===== config.mk =====
export PLATFORM = sky130hd
export DESIGN_NAME = panda_risc_v_dispatch_ctrl_flat
export DESIGN_NICKNAME = d
export VERILOG_FILES = /design/src/rtl/panda_risc_v_dspt_pkg.sv /design/src/rtl/panda_risc_v_dispatch_ctrl_if.sv /design/src/rtl/panda_risc_v_dspt_scoreboard.sv /design/src/rtl/panda_risc_v_dispatch_ctrl.sv /design/src/flat_wrapper.sv
export SDC_FILE = /design/constraint.sdc
export NUM_CORES = 1
export LEC_CHECK = 0
export BUFFER_PORTS_ARGS = -buffer_cell sky130_fd_sc_hd__buf_2
export CAP_MARGIN = 20
export CORE_UTILIZATION = 45
export DETAILED_ROUTE_END_ITERATION = 16
export GPL_TIMING_DRIVEN = 0
export HOLD_SLACK_MARGIN = 0.08
export PLACE_DENSITY = 0.74
export SYNTH_ARGS = -nofsm -noshare
export SYNTH_HDL_FRONTEND = slang
export SYNTH_SLANG_ARGS = --single-unit

===== constraint.sdc =====
create_clock -name clk -period 4.2 [get_ports clk]
set_input_delay 0.84 -clock clk [delete_from_list [all_inputs] [get_ports clk]]
set_output_delay 0.84 -clock clk [all_outputs]
set_load 0.05 [all_outputs]

===== src/rtl/panda_risc_v_dspt_pkg.sv =====
// Shared definitions for the dispatch controller: instruction-type bit
// positions (same order as the decoder's packed type), unit-select encoding
// and the default payload width.
package panda_risc_v_dspt_pkg;

    localparam int DSPT_PLD_W_DEF = 128;

    localparam int INST_TYPE_W      = 7;
    localparam int INST_TYPE_REM    = 0;
    localparam int INST_TYPE_DIV    = 1;
    localparam int INST_TYPE_MUL    = 2;
    localparam int INST_TYPE_STORE  = 3;
    localparam int INST_TYPE_LOAD   = 4;
    localparam int INST_TYPE_CSR_RW = 5;
    localparam int INST_TYPE_B      = 6;

    typedef enum logic [2:0] {
        UNIT_ALU = 3'd0,
        UNIT_LSU = 3'd1,
        UNIT_CSR = 3'd2,
        UNIT_MUL = 3'd3,
        UNIT_DIV = 3'd4
    } dspt_unit_e;

    typedef enum logic {
        DSPT_EMPTY = 1'b0,
        DSPT_FULL  = 1'b1
    } dspt_state_e;

    // Target unit for a packed instruction type; branches fall through to ALU.
    function automatic dspt_unit_e dspt_unit_of(input logic [INST_TYPE_W-1:0] t);
        if (t[INST_TYPE_LOAD] | t[INST_TYPE_STORE])
            return UNIT_LSU;
        else if (t[INST_TYPE_CSR_RW])
            return UNIT_CSR;
        else if (t[INST_TYPE_MUL])
            return UNIT_MUL;
        else if (t[INST_TYPE_DIV] | t[INST_TYPE_REM])
            return UNIT_DIV;
        else
            return UNIT_ALU;
    endfunction

    // Long-latency ops whose destination must be tracked until write-back.
    function automatic logic dspt_tracks_rd(input logic [INST_TYPE_W-1:0] t);
        return t[INST_TYPE_LOAD] | t[INST_TYPE_MUL] | t[INST_TYPE_DIV] | t[INST_TYPE_REM];
    endfunction

endpackage


===== src/rtl/panda_risc_v_dispatch_ctrl_if.sv =====
// Dispatch controller bus: decode-side handshake, per-unit issue handshakes,
// shared payload, write-back notifications and the scoreboard view.
// slave = the dispatch controller, master = its surroundings.
interface panda_risc_v_dispatch_ctrl_if
    import panda_risc_v_dspt_pkg::*;
#(
    parameter int PLD_W = DSPT_PLD_W_DEF
);
    logic             s_dcd_valid;
    logic             s_dcd_ready;
    logic [PLD_W-1:0] s_dcd_pld;
    logic [6:0]       s_dcd_type;
    logic [4:0]       s_dcd_rs1_id;
    logic [4:0]       s_dcd_rs2_id;
    logic [4:0]       s_dcd_rd_id;
    logic             s_dcd_rs1_vld;
    logic             s_dcd_rs2_vld;
    logic             s_dcd_rd_vld;

    logic             m_alu_valid;
    logic             m_alu_ready;
    logic             m_lsu_valid;
    logic             m_lsu_ready;
    logic             m_csr_valid;
    logic             m_csr_ready;
    logic             m_mul_valid;
    logic             m_mul_ready;
    logic             m_div_valid;
    logic             m_div_ready;
    logic [PLD_W-1:0] m_pld;

    logic             lsu_wb_vld;
    logic [4:0]       lsu_wb_rd;
    logic             md_wb_vld;
    logic [4:0]       md_wb_rd;
    logic             flush;
    logic [31:0]      pending_vec;

    modport slave (
        input  s_dcd_valid, s_dcd_pld, s_dcd_type,
               s_dcd_rs1_id, s_dcd_rs2_id, s_dcd_rd_id,
               s_dcd_rs1_vld, s_dcd_rs2_vld, s_dcd_rd_vld,
               m_alu_ready, m_lsu_ready, m_csr_ready, m_mul_ready, m_div_ready,
               lsu_wb_vld, lsu_wb_rd, md_wb_vld, md_wb_rd, flush,
        output s_dcd_ready,
               m_alu_valid, m_lsu_valid, m_csr_valid, m_mul_valid, m_div_valid,
               m_pld, pending_vec
    );

    modport master (
        output s_dcd_valid, s_dcd_pld, s_dcd_type,
               s_dcd_rs1_id, s_dcd_rs2_id, s_dcd_rd_id,
               s_dcd_rs1_vld, s_dcd_rs2_vld, s_dcd_rd_vld,
               m_alu_ready, m_lsu_ready, m_csr_ready, m_mul_ready, m_div_ready,
               lsu_wb_vld, lsu_wb_rd, md_wb_vld, md_wb_rd, flush,
        input  s_dcd_ready,
               m_alu_valid, m_lsu_valid, m_csr_valid, m_mul_valid, m_div_valid,
               m_pld, pending_vec
    );

endinterface


===== src/rtl/panda_risc_v_dspt_scoreboard.sv =====
// 32-entry pending-destination scoreboard with one set port, two clear ports
// and a three-operand hazard lookup. x0 is never pending.
// Optional: PANDA_RISC_V_DSPT_WB_FWD_EN makes a register being cleared this
// cycle look free to the lookup, so a waiting op can issue in the write-back
// cycle itself.
module panda_risc_v_dspt_scoreboard (
    input  logic        clk,
    input  logic        sys_rst,
    input  logic        set_vld,
    input  logic [4:0]  set_rd,
    input  logic        clr0_vld,
    input  logic [4:0]  clr0_rd,
    input  logic        clr1_vld,
    input  logic [4:0]  clr1_rd,
    input  logic        rs1_vld,
    input  logic [4:0]  rs1_id,
    input  logic        rs2_vld,
    input  logic [4:0]  rs2_id,
    input  logic        rd_vld,
    input  logic [4:0]  rd_id,
    output logic        hazard,
    output logic [31:0] pend_vec
);
    logic [31:0] pend_q;
    logic [31:0] set_mask;
    logic [31:0] clr_mask;
    logic [31:0] look_mask;

    // Decode set/clear ports into masks and evaluate the operand hazard.
    always_comb begin
        set_mask = '0;
        clr_mask = '0;
        if (set_vld)
            set_mask[set_rd] = 1'b1;
        if (clr0_vld)
            clr_mask[clr0_rd] = 1'b1;
        if (clr1_vld)
            clr_mask[clr1_rd] = 1'b1;
`ifdef PANDA_RISC_V_DSPT_WB_FWD_EN
        look_mask = pend_q & ~clr_mask;
`else
        look_mask = pend_q;
`endif
        hazard = (rs1_vld & look_mask[rs1_id])
               | (rs2_vld & look_mask[rs2_id])
               | (rd_vld  & look_mask[rd_id]);
    end

    // Clear first, then set, so a re-issue to the same rd stays pending.
    always_ff @(posedge clk) begin
        if (sys_rst)
            pend_q <= '0;
        else
            pend_q <= ((pend_q & ~clr_mask) | set_mask) & 32'hFFFF_FFFE;
    end

    assign pend_vec = pend_q;

endmodule


===== src/rtl/panda_risc_v_dispatch_ctrl.sv =====
// Single-entry dispatch stage: holds one decoded instruction, routes it to
// ALU/LSU/CSR/MUL/DIV once its operands and destination are free, and tracks
// outstanding long-latency destinations in a scoreboard.
// Optional: PANDA_RISC_V_DSPT_WB_FWD_EN (handled in the scoreboard) lets an
// op issue in the same cycle as the write-back it waits for.
//
// state      | meaning
// DSPT_EMPTY | no instruction held, decode side may hand one over
// DSPT_FULL  | instruction held, waiting for hazards to clear and unit ready
module panda_risc_v_dispatch_ctrl
    import panda_risc_v_dspt_pkg::*;
#(
    parameter int PLD_W = DSPT_PLD_W_DEF
) (
    input  logic                         clk,
    input  logic                         sys_rst,
    panda_risc_v_dispatch_ctrl_if.slave  bus
);
    dspt_state_e      state_q;
    logic [PLD_W-1:0] pld_q;
    logic [6:0]       type_q;
    logic [4:0]       rs1_id_q;
    logic [4:0]       rs2_id_q;
    logic [4:0]       rd_id_q;
    logic             rs1_vld_q;
    logic             rs2_vld_q;
    logic             rd_vld_q;

    dspt_unit_e       unit_sel;
    logic             hazard;
    logic             issue_vld;
    logic             unit_ready;
    logic             issue_fire;
    logic             dcd_ready;
    logic             accept;
    logic             sb_set;

    panda_risc_v_dspt_scoreboard u_scoreboard (
        .clk      (clk),
        .sys_rst  (sys_rst),
        .set_vld  (sb_set),
        .set_rd   (rd_id_q),
        .clr0_vld (bus.lsu_wb_vld),
        .clr0_rd  (bus.lsu_wb_rd),
        .clr1_vld (bus.md_wb_vld),
        .clr1_rd  (bus.md_wb_rd),
        .rs1_vld  (rs1_vld_q),
        .rs1_id   (rs1_id_q),
        .rs2_vld  (rs2_vld_q),
        .rs2_id   (rs2_id_q),
        .rd_vld   (rd_vld_q),
        .rd_id    (rd_id_q),
        .hazard   (hazard),
        .pend_vec (bus.pending_vec)
    );

    // Issue decision: flush and reset suppress both issue and accept, so
    // neither the held entry nor the scoreboard can change under them.
    always_comb begin
        unit_sel  = dspt_unit_of(type_q);
        issue_vld = (state_q == DSPT_FULL) & ~hazard & ~bus.flush & ~sys_rst;
        unit_ready = 1'b0;
        case (unit_sel)
            UNIT_ALU: unit_ready = bus.m_alu_ready;
            UNIT_LSU: unit_ready = bus.m_lsu_ready;
            UNIT_CSR: unit_ready = bus.m_csr_ready;
            UNIT_MUL: unit_ready = bus.m_mul_ready;
            UNIT_DIV: unit_ready = bus.m_div_ready;
            default:  unit_ready = 1'b0;
        endcase
        issue_fire = issue_vld & unit_ready;
        dcd_ready  = ~sys_rst & ~bus.flush & ((state_q == DSPT_EMPTY) | issue_fire);
        accept     = bus.s_dcd_valid & dcd_ready;
        sb_set     = issue_fire & dspt_tracks_rd(type_q) & rd_vld_q & (rd_id_q != 5'd0);
    end

    assign bus.s_dcd_ready = dcd_ready;
    assign bus.m_alu_valid = issue_vld & (unit_sel == UNIT_ALU);
    assign bus.m_lsu_valid = issue_vld & (unit_sel == UNIT_LSU);
    assign bus.m_csr_valid = issue_vld & (unit_sel == UNIT_CSR);
    assign bus.m_mul_valid = issue_vld & (unit_sel == UNIT_MUL);
    assign bus.m_div_valid = issue_vld & (unit_sel == UNIT_DIV);
    assign bus.m_pld       = pld_q;

    // Holding-register FSM; an accept in FULL is a back-to-back replace.
    always_ff @(posedge clk) begin
        if (sys_rst) begin
            state_q   <= DSPT_EMPTY;
            pld_q     <= '0;
            type_q    <= '0;
            rs1_id_q  <= '0;
            rs2_id_q  <= '0;
            rd_id_q   <= '0;
            rs1_vld_q <= 1'b0;
            rs2_vld_q <= 1'b0;
            rd_vld_q  <= 1'b0;
        end else begin
            if (accept) begin
                pld_q     <= bus.s_dcd_pld;
                type_q    <= bus.s_dcd_type;
                rs1_id_q  <= bus.s_dcd_rs1_id;
                rs2_id_q  <= bus.s_dcd_rs2_id;
                rd_id_q   <= bus.s_dcd_rd_id;
                rs1_vld_q <= bus.s_dcd_rs1_vld;
                rs2_vld_q <= bus.s_dcd_rs2_vld;
                rd_vld_q  <= bus.s_dcd_rd_vld;
            end
            case (state_q)
                DSPT_EMPTY: begin
                    if (accept)
                        state_q <= DSPT_FULL;
                end
                DSPT_FULL: begin
                    if (bus.flush)
                        state_q <= DSPT_EMPTY;
                    else if (!accept && issue_fire)
                        state_q <= DSPT_EMPTY;
                end
                default: state_q <= DSPT_EMPTY;
            endcase
        end
    end

endmodule


===== src/flat_wrapper.sv =====
// flat-port wrapper written by rule: the top's interface ports become plain ports
module panda_risc_v_dispatch_ctrl_flat import panda_risc_v_dspt_pkg::*;
#(
    parameter int PLD_W = DSPT_PLD_W_DEF
)
  (clk, sys_rst, bus_s_dcd_valid, bus_s_dcd_pld, bus_s_dcd_type, bus_s_dcd_rs1_id, bus_s_dcd_rs2_id, bus_s_dcd_rd_id, bus_s_dcd_rs1_vld, bus_s_dcd_rs2_vld, bus_s_dcd_rd_vld, bus_m_alu_ready, bus_m_lsu_ready, bus_m_csr_ready, bus_m_mul_ready, bus_m_div_ready, bus_lsu_wb_vld, bus_lsu_wb_rd, bus_md_wb_vld, bus_md_wb_rd, bus_flush, bus_s_dcd_ready, bus_m_alu_valid, bus_m_lsu_valid, bus_m_csr_valid, bus_m_mul_valid, bus_m_div_valid, bus_m_pld, bus_pending_vec);
  panda_risc_v_dispatch_ctrl_if #(.PLD_W(PLD_W)) bus_i ();
  input  logic clk;
  input  logic sys_rst;
  input wire logic [$bits(bus_i.s_dcd_valid)-1:0] bus_s_dcd_valid;
  input wire logic [$bits(bus_i.s_dcd_pld)-1:0] bus_s_dcd_pld;
  input wire logic [$bits(bus_i.s_dcd_type)-1:0] bus_s_dcd_type;
  input wire logic [$bits(bus_i.s_dcd_rs1_id)-1:0] bus_s_dcd_rs1_id;
  input wire logic [$bits(bus_i.s_dcd_rs2_id)-1:0] bus_s_dcd_rs2_id;
  input wire logic [$bits(bus_i.s_dcd_rd_id)-1:0] bus_s_dcd_rd_id;
  input wire logic [$bits(bus_i.s_dcd_rs1_vld)-1:0] bus_s_dcd_rs1_vld;
  input wire logic [$bits(bus_i.s_dcd_rs2_vld)-1:0] bus_s_dcd_rs2_vld;
  input wire logic [$bits(bus_i.s_dcd_rd_vld)-1:0] bus_s_dcd_rd_vld;
  input wire logic [$bits(bus_i.m_alu_ready)-1:0] bus_m_alu_ready;
  input wire logic [$bits(bus_i.m_lsu_ready)-1:0] bus_m_lsu_ready;
  input wire logic [$bits(bus_i.m_csr_ready)-1:0] bus_m_csr_ready;
  input wire logic [$bits(bus_i.m_mul_ready)-1:0] bus_m_mul_ready;
  input wire logic [$bits(bus_i.m_div_ready)-1:0] bus_m_div_ready;
  input wire logic [$bits(bus_i.lsu_wb_vld)-1:0] bus_lsu_wb_vld;
  input wire logic [$bits(bus_i.lsu_wb_rd)-1:0] bus_lsu_wb_rd;
  input wire logic [$bits(bus_i.md_wb_vld)-1:0] bus_md_wb_vld;
  input wire logic [$bits(bus_i.md_wb_rd)-1:0] bus_md_wb_rd;
  input wire logic [$bits(bus_i.flush)-1:0] bus_flush;
  output wire logic [$bits(bus_i.s_dcd_ready)-1:0] bus_s_dcd_ready;
  output wire logic [$bits(bus_i.m_alu_valid)-1:0] bus_m_alu_valid;
  output wire logic [$bits(bus_i.m_lsu_valid)-1:0] bus_m_lsu_valid;
  output wire logic [$bits(bus_i.m_csr_valid)-1:0] bus_m_csr_valid;
  output wire logic [$bits(bus_i.m_mul_valid)-1:0] bus_m_mul_valid;
  output wire logic [$bits(bus_i.m_div_valid)-1:0] bus_m_div_valid;
  output wire logic [$bits(bus_i.m_pld)-1:0] bus_m_pld;
  output wire logic [$bits(bus_i.pending_vec)-1:0] bus_pending_vec;
  assign bus_i.s_dcd_valid = bus_s_dcd_valid;
  assign bus_i.s_dcd_pld = bus_s_dcd_pld;
  assign bus_i.s_dcd_type = bus_s_dcd_type;
  assign bus_i.s_dcd_rs1_id = bus_s_dcd_rs1_id;
  assign bus_i.s_dcd_rs2_id = bus_s_dcd_rs2_id;
  assign bus_i.s_dcd_rd_id = bus_s_dcd_rd_id;
  assign bus_i.s_dcd_rs1_vld = bus_s_dcd_rs1_vld;
  assign bus_i.s_dcd_rs2_vld = bus_s_dcd_rs2_vld;
  assign bus_i.s_dcd_rd_vld = bus_s_dcd_rd_vld;
  assign bus_i.m_alu_ready = bus_m_alu_ready;
  assign bus_i.m_lsu_ready = bus_m_lsu_ready;
  assign bus_i.m_csr_ready = bus_m_csr_ready;
  assign bus_i.m_mul_ready = bus_m_mul_ready;
  assign bus_i.m_div_ready = bus_m_div_ready;
  assign bus_i.lsu_wb_vld = bus_lsu_wb_vld;
  assign bus_i.lsu_wb_rd = bus_lsu_wb_rd;
  assign bus_i.md_wb_vld = bus_md_wb_vld;
  assign bus_i.md_wb_rd = bus_md_wb_rd;
  assign bus_i.flush = bus_flush;
  assign bus_s_dcd_ready = bus_i.s_dcd_ready;
  assign bus_m_alu_valid = bus_i.m_alu_valid;
  assign bus_m_lsu_valid = bus_i.m_lsu_valid;
  assign bus_m_csr_valid = bus_i.m_csr_valid;
  assign bus_m_mul_valid = bus_i.m_mul_valid;
  assign bus_m_div_valid = bus_i.m_div_valid;
  assign bus_m_pld = bus_i.m_pld;
  assign bus_pending_vec = bus_i.pending_vec;
  panda_risc_v_dispatch_ctrl #(.PLD_W(PLD_W)) u_core (.clk(clk), .sys_rst(sys_rst), .bus(bus_i));
endmodule

==> results.md, run 1 <==
* Setup crit start kind: register
* Main synth FF type: dfxtp_1
* EDFF count, synth at 0
* Dpl ws at -0.08212 ns
* Wirelength per Cell at 18.72 um
* Area delta synth->final at 30.71%
* Crit-path max FO at 10
* FF-to-FF setup slack at about 1 ns
* Slack of the critical path at 0.1471 ns
* R2r endpoint: u_core.rs1_id_q[3]
* Synth unique cells at 50
* Vert. Die Dim at around 140 um
* Post-DP HPWL at 20.66 mm
* Avg Cell Area, Syn at 11.06 sq um
* Initial Util at 45.85%
* Most frequent cell after synthesis: dfxtp_1
* Worst hold path type: register to register
* Met1 Usage GRT at 33.02%
* CTS clock-pin slew for the worst setup and hold paths at 0.07 ns
* Share of the yosys chip area belonging to registers at 41.42%
* Hold buffers post-CTS at 0
* CP Data Arrival Time at roughly 3.2 ns
* WHS at 0.5558 ns
* Met3 Use GR at 5.922%
* Clock Tree Buf Depth at 2
* CP max stage cell: mux4_2
* ANT nets after route at 0
* Pin count of the biggest net entering global routing at 20
* GRT busiest layer: met2
* Worst-case clock skew at 0.01662 ns
* # port buffers at 337
* Critical path type: register to output pin
* CTS tree: done
* WP data required at 3.36 ns
* #FFs+latches synth at 184
* Static leakage at approximately 5.5 nW
* Slew of the pin with the lowest slew margin at 0.9040 ns
* Proportion of layout cells with a drive suffix above 1 at 48.76%
* Vias per cell at between 5 and 6
* Clock sink count at 184
* Met2 usage at 42.36%
* Initial antenna violation count at 5
* Layout Utilization at 59.93%
* RSZ-0062 raised after global routing: false
* Slowest stage delay, CP at 0.50 ns
* Most used cell, CP: nand2_2
* Area contributors post-synth: dfxtp_1 (41%), mux2_4 (15%), nor2b_1 (11%), mux2_2 (8.5%), mux4_2 (3.3%)
* Ys Warns at 0
* FFs w/ async S/R, synth at 0%
* Final TNS setup at 0 ns
* Mapped Area at roughly 9000 sq um
* Final hold viol count at 0
* Hold Startpoint: u_core.u_scoreboard.pend_vec[13]
* Iteration-0 DRC Markers at 377
* GR Overflow Total at 0
* Number of global-route vias before repair at about 7.3k
* Mapped Cells at 804
* CP endpoint kind: output pin
* Pwr Density at ~400 nW/um^2
* Final min period at 4.053 ns
* Worst R2R Path Depth at 10
* Status: complete, no violations
* Most frequent cells after synthesis: dfxtp_1 (184), nor2b_1 (155), mux2_4 (90), mux2_2 (67), o21ai_0 (34)
* Total CTS buffers at 17
* First-pass GRT wire length at 40.17 mm
* Placement Cell Area at 10930 sq um
* Tcrit/Tclk final at 96.50%
* CP Launch Point: u_core.rs2_id_q[1]
* Fin area at approximately 12000 sq um
* Drt drc at 0
* Syn_nets at 978
* Share of the synthesized area in the top cell type at 41.42%
* Row cnt at between 50 and 60
* Max Fclk at 246.7 MHz
* Critical path, cell by cell: buf_6 -> mux4_2 -> nand2b_1 -> and4b_1 -> o311ai_4 -> nand2_2 -> nor3_4 -> nand2_2 -> nor4b_2 -> buf_4
* Max rail drop VDD at ~0.26 mV
* Die width at 142.6 um
* Total track usage at 26.10%
* Max Cap Viol at 0
* IO Pins at 340
* # setup viols final at 0
* Nets at 1334
* Slew HR at 39.60%
* H-tree levels at 4
* Worst skew pair latency at 0.44 ns
* DRT Pass-1 Iters at 5
* Drt total wl at 27.02 mm
* Root Driver: clkbuf_16
* Largest area contributor in the netlist: dfxtp_1
* Routed via count at approximately 7.5k
* Worst setup path endpoint: bus_m_alu_valid
* Total die area at between 20000 and 25000 sq um
* Crit Reg-Reg Startpoint: u_core.rd_id_q[1]
* Slew Limit Fails at 0
* Placer Congestion at 0.9414
* Core ar. at 19400 sq um
-- final cells by class --
type	instances	area, sq um
Fill cell	1695	7774
Tap cell	265	331.6
Clock inverter	14	197.7
Sequential cell	184	3684
Clock buffer	18	439.2
Antenna cell	5	12.51
Inverter	5	18.77
Multi-Input combinational cell	562	4940
Timing Repair Buffer	338	1702
Buffer	52	300.3
-- cells by family (layout without fill, tap and decap cells) --
logic type,Yosys count,in the layout,share of synthesized area (%)
simple gates,289,289,19.85
flops,184,184,41.42
mux,183,183,28.43
compound gates,89,89,6.725
buf+inv,58,427,3.531
other cells,1,6,0.04217
-- what timing repair did --
item,CTS,global route
hold endpoints to repair,0,0
resized for setup,8,5
pin swaps,0,1
endpoints found under the setup margin,4,4
setup buffers,0,1
-- cell usage in the layout (no fill, tap or decap), types with 2 or more instances in the layout --
cell,instances
dfxtp_1,184
clkinv_8,3
o211ai_1,2
mux4_2,13
a22oi_1,32
mux2_4,90
nor2b_1,155
inv_6,3
nor3_1,6
nor3b_1,11
nand2_2,2
o21ai_0,34
and3b_1,4
o32ai_1,2
inv_8,4
nand3_1,8
bufinv_16,2
nand3b_1,33
nand4_1,4
inv_1,5
buf_2,340
nand2_1,20
mux2i_1,13
mux2_2,67
diode_2,5
clkbuf_4,3
clkinv_4,2
a221oi_1,2
buf_6,11
clkbuf_2,3
nor2_1,23
a31oi_1,6
nand2b_1,4
clkbuf_1,29
and3_1,5
nand4b_1,2
clkbuf_16,17
buf_4,4
-- registers in the layout, summed over array words and instances (netlist names) --
register                      flops
u_core.bus.m_pld                128
u_core.rd_id_q                    5
u_core.rd_vld_q                   1
u_core.rs1_id_q                   5
u_core.rs1_vld_q                  1
u_core.rs2_id_q                   5
u_core.rs2_vld_q                  1
u_core.state_q                    1
u_core.type_q                     6
u_core.u_scoreboard.pend_vec     31
-- critical path, delay by kind of cell, from the launching register on --
kind / cells / cell delay (ns)
compound gates: 1 / 0.35
buf+inv: 2 / 0.42
flops: 1 / 0.32
mux: 1 / 0.50
simple gates: 6 / 1.18
-- metal layers --
| layer | vias up | wire, um |
|---|---|---|
| met5 | - | 0 |
| met4 | 0 | 701 |
| met3 | 52 | 1825 |
| met2 | 329 | 13130 |
| met1 | 3526 | 11370 |
| li1 | 3568 | - |
-- worst min-delay path by stage --
| stage | to | slack, ns | cells past startpoint |
|---|---|---|---|
| finish | u_core.u_scoreboard.pend_vec[13] | 0.56 | 2 |
| global route | u_core.state_q | 0.58 | 2 |
| CTS | u_core.state_q | 0.55 | 2 |
| detailed placement | u_core.state_q | 0.54 | 2 |
| global placement | u_core.state_q | 0.52 | 2 |
| floorplan | u_core.state_q | 0.49 | 2 |
-- per-stage QoR --
| step | total power, mW | cells |
|---|---|---|
| finish | 4.621 | 1443 |
| global route | 4.785 | 1443 |
| CTS | 4.647 | 1437 |
| detailed placement | 2.937 | 1406 |
| global placement | 2.922 | 1406 |
| floorplan | 2.664 | 804 |
-- power by group --
group | switching [mW] | total [mW] | internal [mW]
Clock | 0.780 | 1.71 | 0.933
Sequential | 0.0641 | 1.92 | 1.86
Combinational | 0.613 | 0.985 | 0.372
Total | 1.46 | 4.62 | 3.16
Note: power is estimated with default switching activity, not from simulation.
==> inputs of run 2 (changes only) <==
--- a/config.mk
+++ b/config.mk
@@ -8,6 +8,7 @@
 export BUFFER_PORTS_ARGS = -buffer_cell sky130_fd_sc_hd__buf_2
 export CAP_MARGIN = 20
 export CORE_UTILIZATION = 45
+export CTS_BUF_LIST = sky130_fd_sc_hd__clkbuf_8
 export DETAILED_ROUTE_END_ITERATION = 16
 export GPL_TIMING_DRIVEN = 0
 export HOLD_SLACK_MARGIN = 0.08
==> run 2 against run 1 <==
Against the previous run: die area unchanged; count of clock-buffer cells in the layout unchanged; via count decreased by 0.52%; critical endpoint unchanged.
==> results.md, run 2 (synthesis results as in run 1) <==
* Most common cell after layout, fill and taps aside: buf_2
* Wirelength per Cell at 18.61 um
* Critical path, cell by cell: buf_6 -> mux4_2 -> nand2b_1 -> and4b_1 -> o311ai_4 -> nand2_2 -> nor3_4 -> nand2_2 -> nor4b_4 -> buf_6
* Drt drc at 0
* CP Data Arrival Time at 3.21 ns
* Number of global-route vias before repair at between 7k and 8k
* Final TNS setup at 0 ns
* Max rail drop VDD at ~0.22 mV
* Total track usage at 25.74%
* Proportion of layout cells with a drive suffix above 1 at 48.81%
* WHS at ~0.56 ns
* Pin count of the biggest net entering global routing at 20
* Number of flip-flops in the largest register at about 130
* Fin area at 11460 sq um
* Clock Tree Buf Depth at 2
* Worst skew pair latency at 0.47 ns
* Static leakage at 5.436 nW
* Total CTS buffers at 17
* Placement Cell Area at 10930 sq um
* CTS clock-pin slew for the worst setup and hold paths at 0.10 ns
* Dpl ws at -0.08212 ns
* WP data required at 3.36 ns
* Tcrit/Tclk final at 96.33%
* Initial antenna violation count at 5
* Crit-path max FO at 10
* Post-DP HPWL at about 21 mm
* Worst-case clock skew at 0.02475 ns
* Slowest stage delay, CP at 0.50 ns
* Vias per cell at 5.150
* Layout Utilization at between 50 and 60%
* ANT nets after route at 0
* Max Cap Viol at 0
* CP max stage cell: mux4_2
* Row cnt at between 50 and 60
* Final hold viol count at 0
* Slew Limit Fails at 0
* Slack of the critical path at 0.1543 ns
* Nets at ~1.3k
* Core ar. at 19400 sq um
* GR Overflow Total at 0
* Drt total wl at ~27 mm
* Top Family by Delay on Critical Path: simple AND/OR/NAND/NOR gates
* RSZ-0062 raised after global routing: false
* Pwr Density at 368.5 nW/um^2
* H-tree levels at 4
* Iteration-0 DRC Markers at between 300 and 400
* Status: complete, no violations
* Fillers at 1727
* Final min period at between 4 and 5 ns
* Area delta synth->final at 28.81%
* Hold buffers post-CTS at 0
* Critical path type: register to output pin
* Setup crit start kind: register
* # port buffers at 337
* Clock sink count at around 180
* CP endpoint kind: output pin
* Total die area at 20330 sq um
* Vert. Die Dim at 142.6 um
* DRT Pass-1 Iters at 6
* Slew of the pin with the lowest slew margin at 0.9079 ns
* Slew HR at about two fifths
* Root Driver: clkbuf_8
* Routed via count at 7436
* # setup viols final at 0
* CTS tree: done
* Max Fclk at 247.2 MHz
* Initial Util at 45.85%
* Placer Congestion at 0.9414
* Worst hold path type: register to register
* Die width at 142.6 um
* IO Pins at 340
* Commonest cells after routing, fill and taps aside: buf_2 (340), dfxtp_1 (184), nor2b_1 (155)
* First-pass GRT wire length at about 40 mm
* WP buf/inv at 2
run 2: worst register-to-register path, cell delays in order (launching register included):
cell	delay, ns
dfxtp_1	0.34
buf_6	0.16
mux4_2	0.51
nand2b_1	0.17
and4b_1	0.23
o311ai_4	0.37
buf_4	0.17
nand4_1	0.11
nor3_2	0.20
nor2_1	0.19
buf_6	0.23
buf_6	0.18
mux2_4	0.30
run 2: per-stage QoR:
step,instances,power [mW]
3_5_place_dp,1406,2.937
3_3_place_gp,1406,2.922
6_report,1444,4.222
2_1_floorplan,804,2.664
4_1_cts,1438,4.247
5_1_grt,1444,4.386
run 2: area by class of cell:
type | count | area [sq um] | share of cell area (%)
clock buffers | 18 | 247.7 | 2.163
well taps | 265 | 331.6 | 2.894
flip-flops and latches | 184 | 3684 | 32.15
inverters | 5 | 18.77 | 0.1638
repair buffers | 339 | 1713 | 14.95
diodes | 5 | 12.51 | 0.1092
clock inverters | 14 | 197.7 | 1.726
multi-input cells | 562 | 4949 | 43.20
plain buffers | 52 | 302.8 | 2.643
run 2: power by group:
part           switching, mW  leakage [nW]  internal (mW)  total [mW]
sequential            0.0641          1.50           1.86        1.92
combinational          0.613          3.71          0.374       0.987
clock                  0.729         0.224          0.584        1.31
run 2: routing by layer:
metal / up-vias / GRT usage (%) / wire length (um)
met2: 320 / 41.69 / 12960
li1: 3572 / - / -
met5: - / 0 / 0
met4: 0 / 11.21 / 677
met3: 45 / 5.653 / 1772
met1: 3499 / 32.84 / 11460
run 2: path summary, 6_finish.rpt:
kind                                    startpoint                                to  slack [ns]  depth (start not counted)
hold reg to reg   u_core.u_scoreboard.pend_vec[13]  u_core.u_scoreboard.pend_vec[13]        0.56                          2
hold / removal    u_core.u_scoreboard.pend_vec[13]  u_core.u_scoreboard.pend_vec[13]        0.56                          2
setup reg to reg                u_core.rs2_id_q[1]                u_core.rs1_id_q[3]        0.95                         12
setup / recovery                u_core.rs2_id_q[1]                   bus_m_alu_valid        0.15                         10
run 2: what timing repair did:
action	in CTS	in global routing
setup endpoints to repair	5	4
setup buffers	1	1
pin swaps	1	1
gates resized for setup	6	12
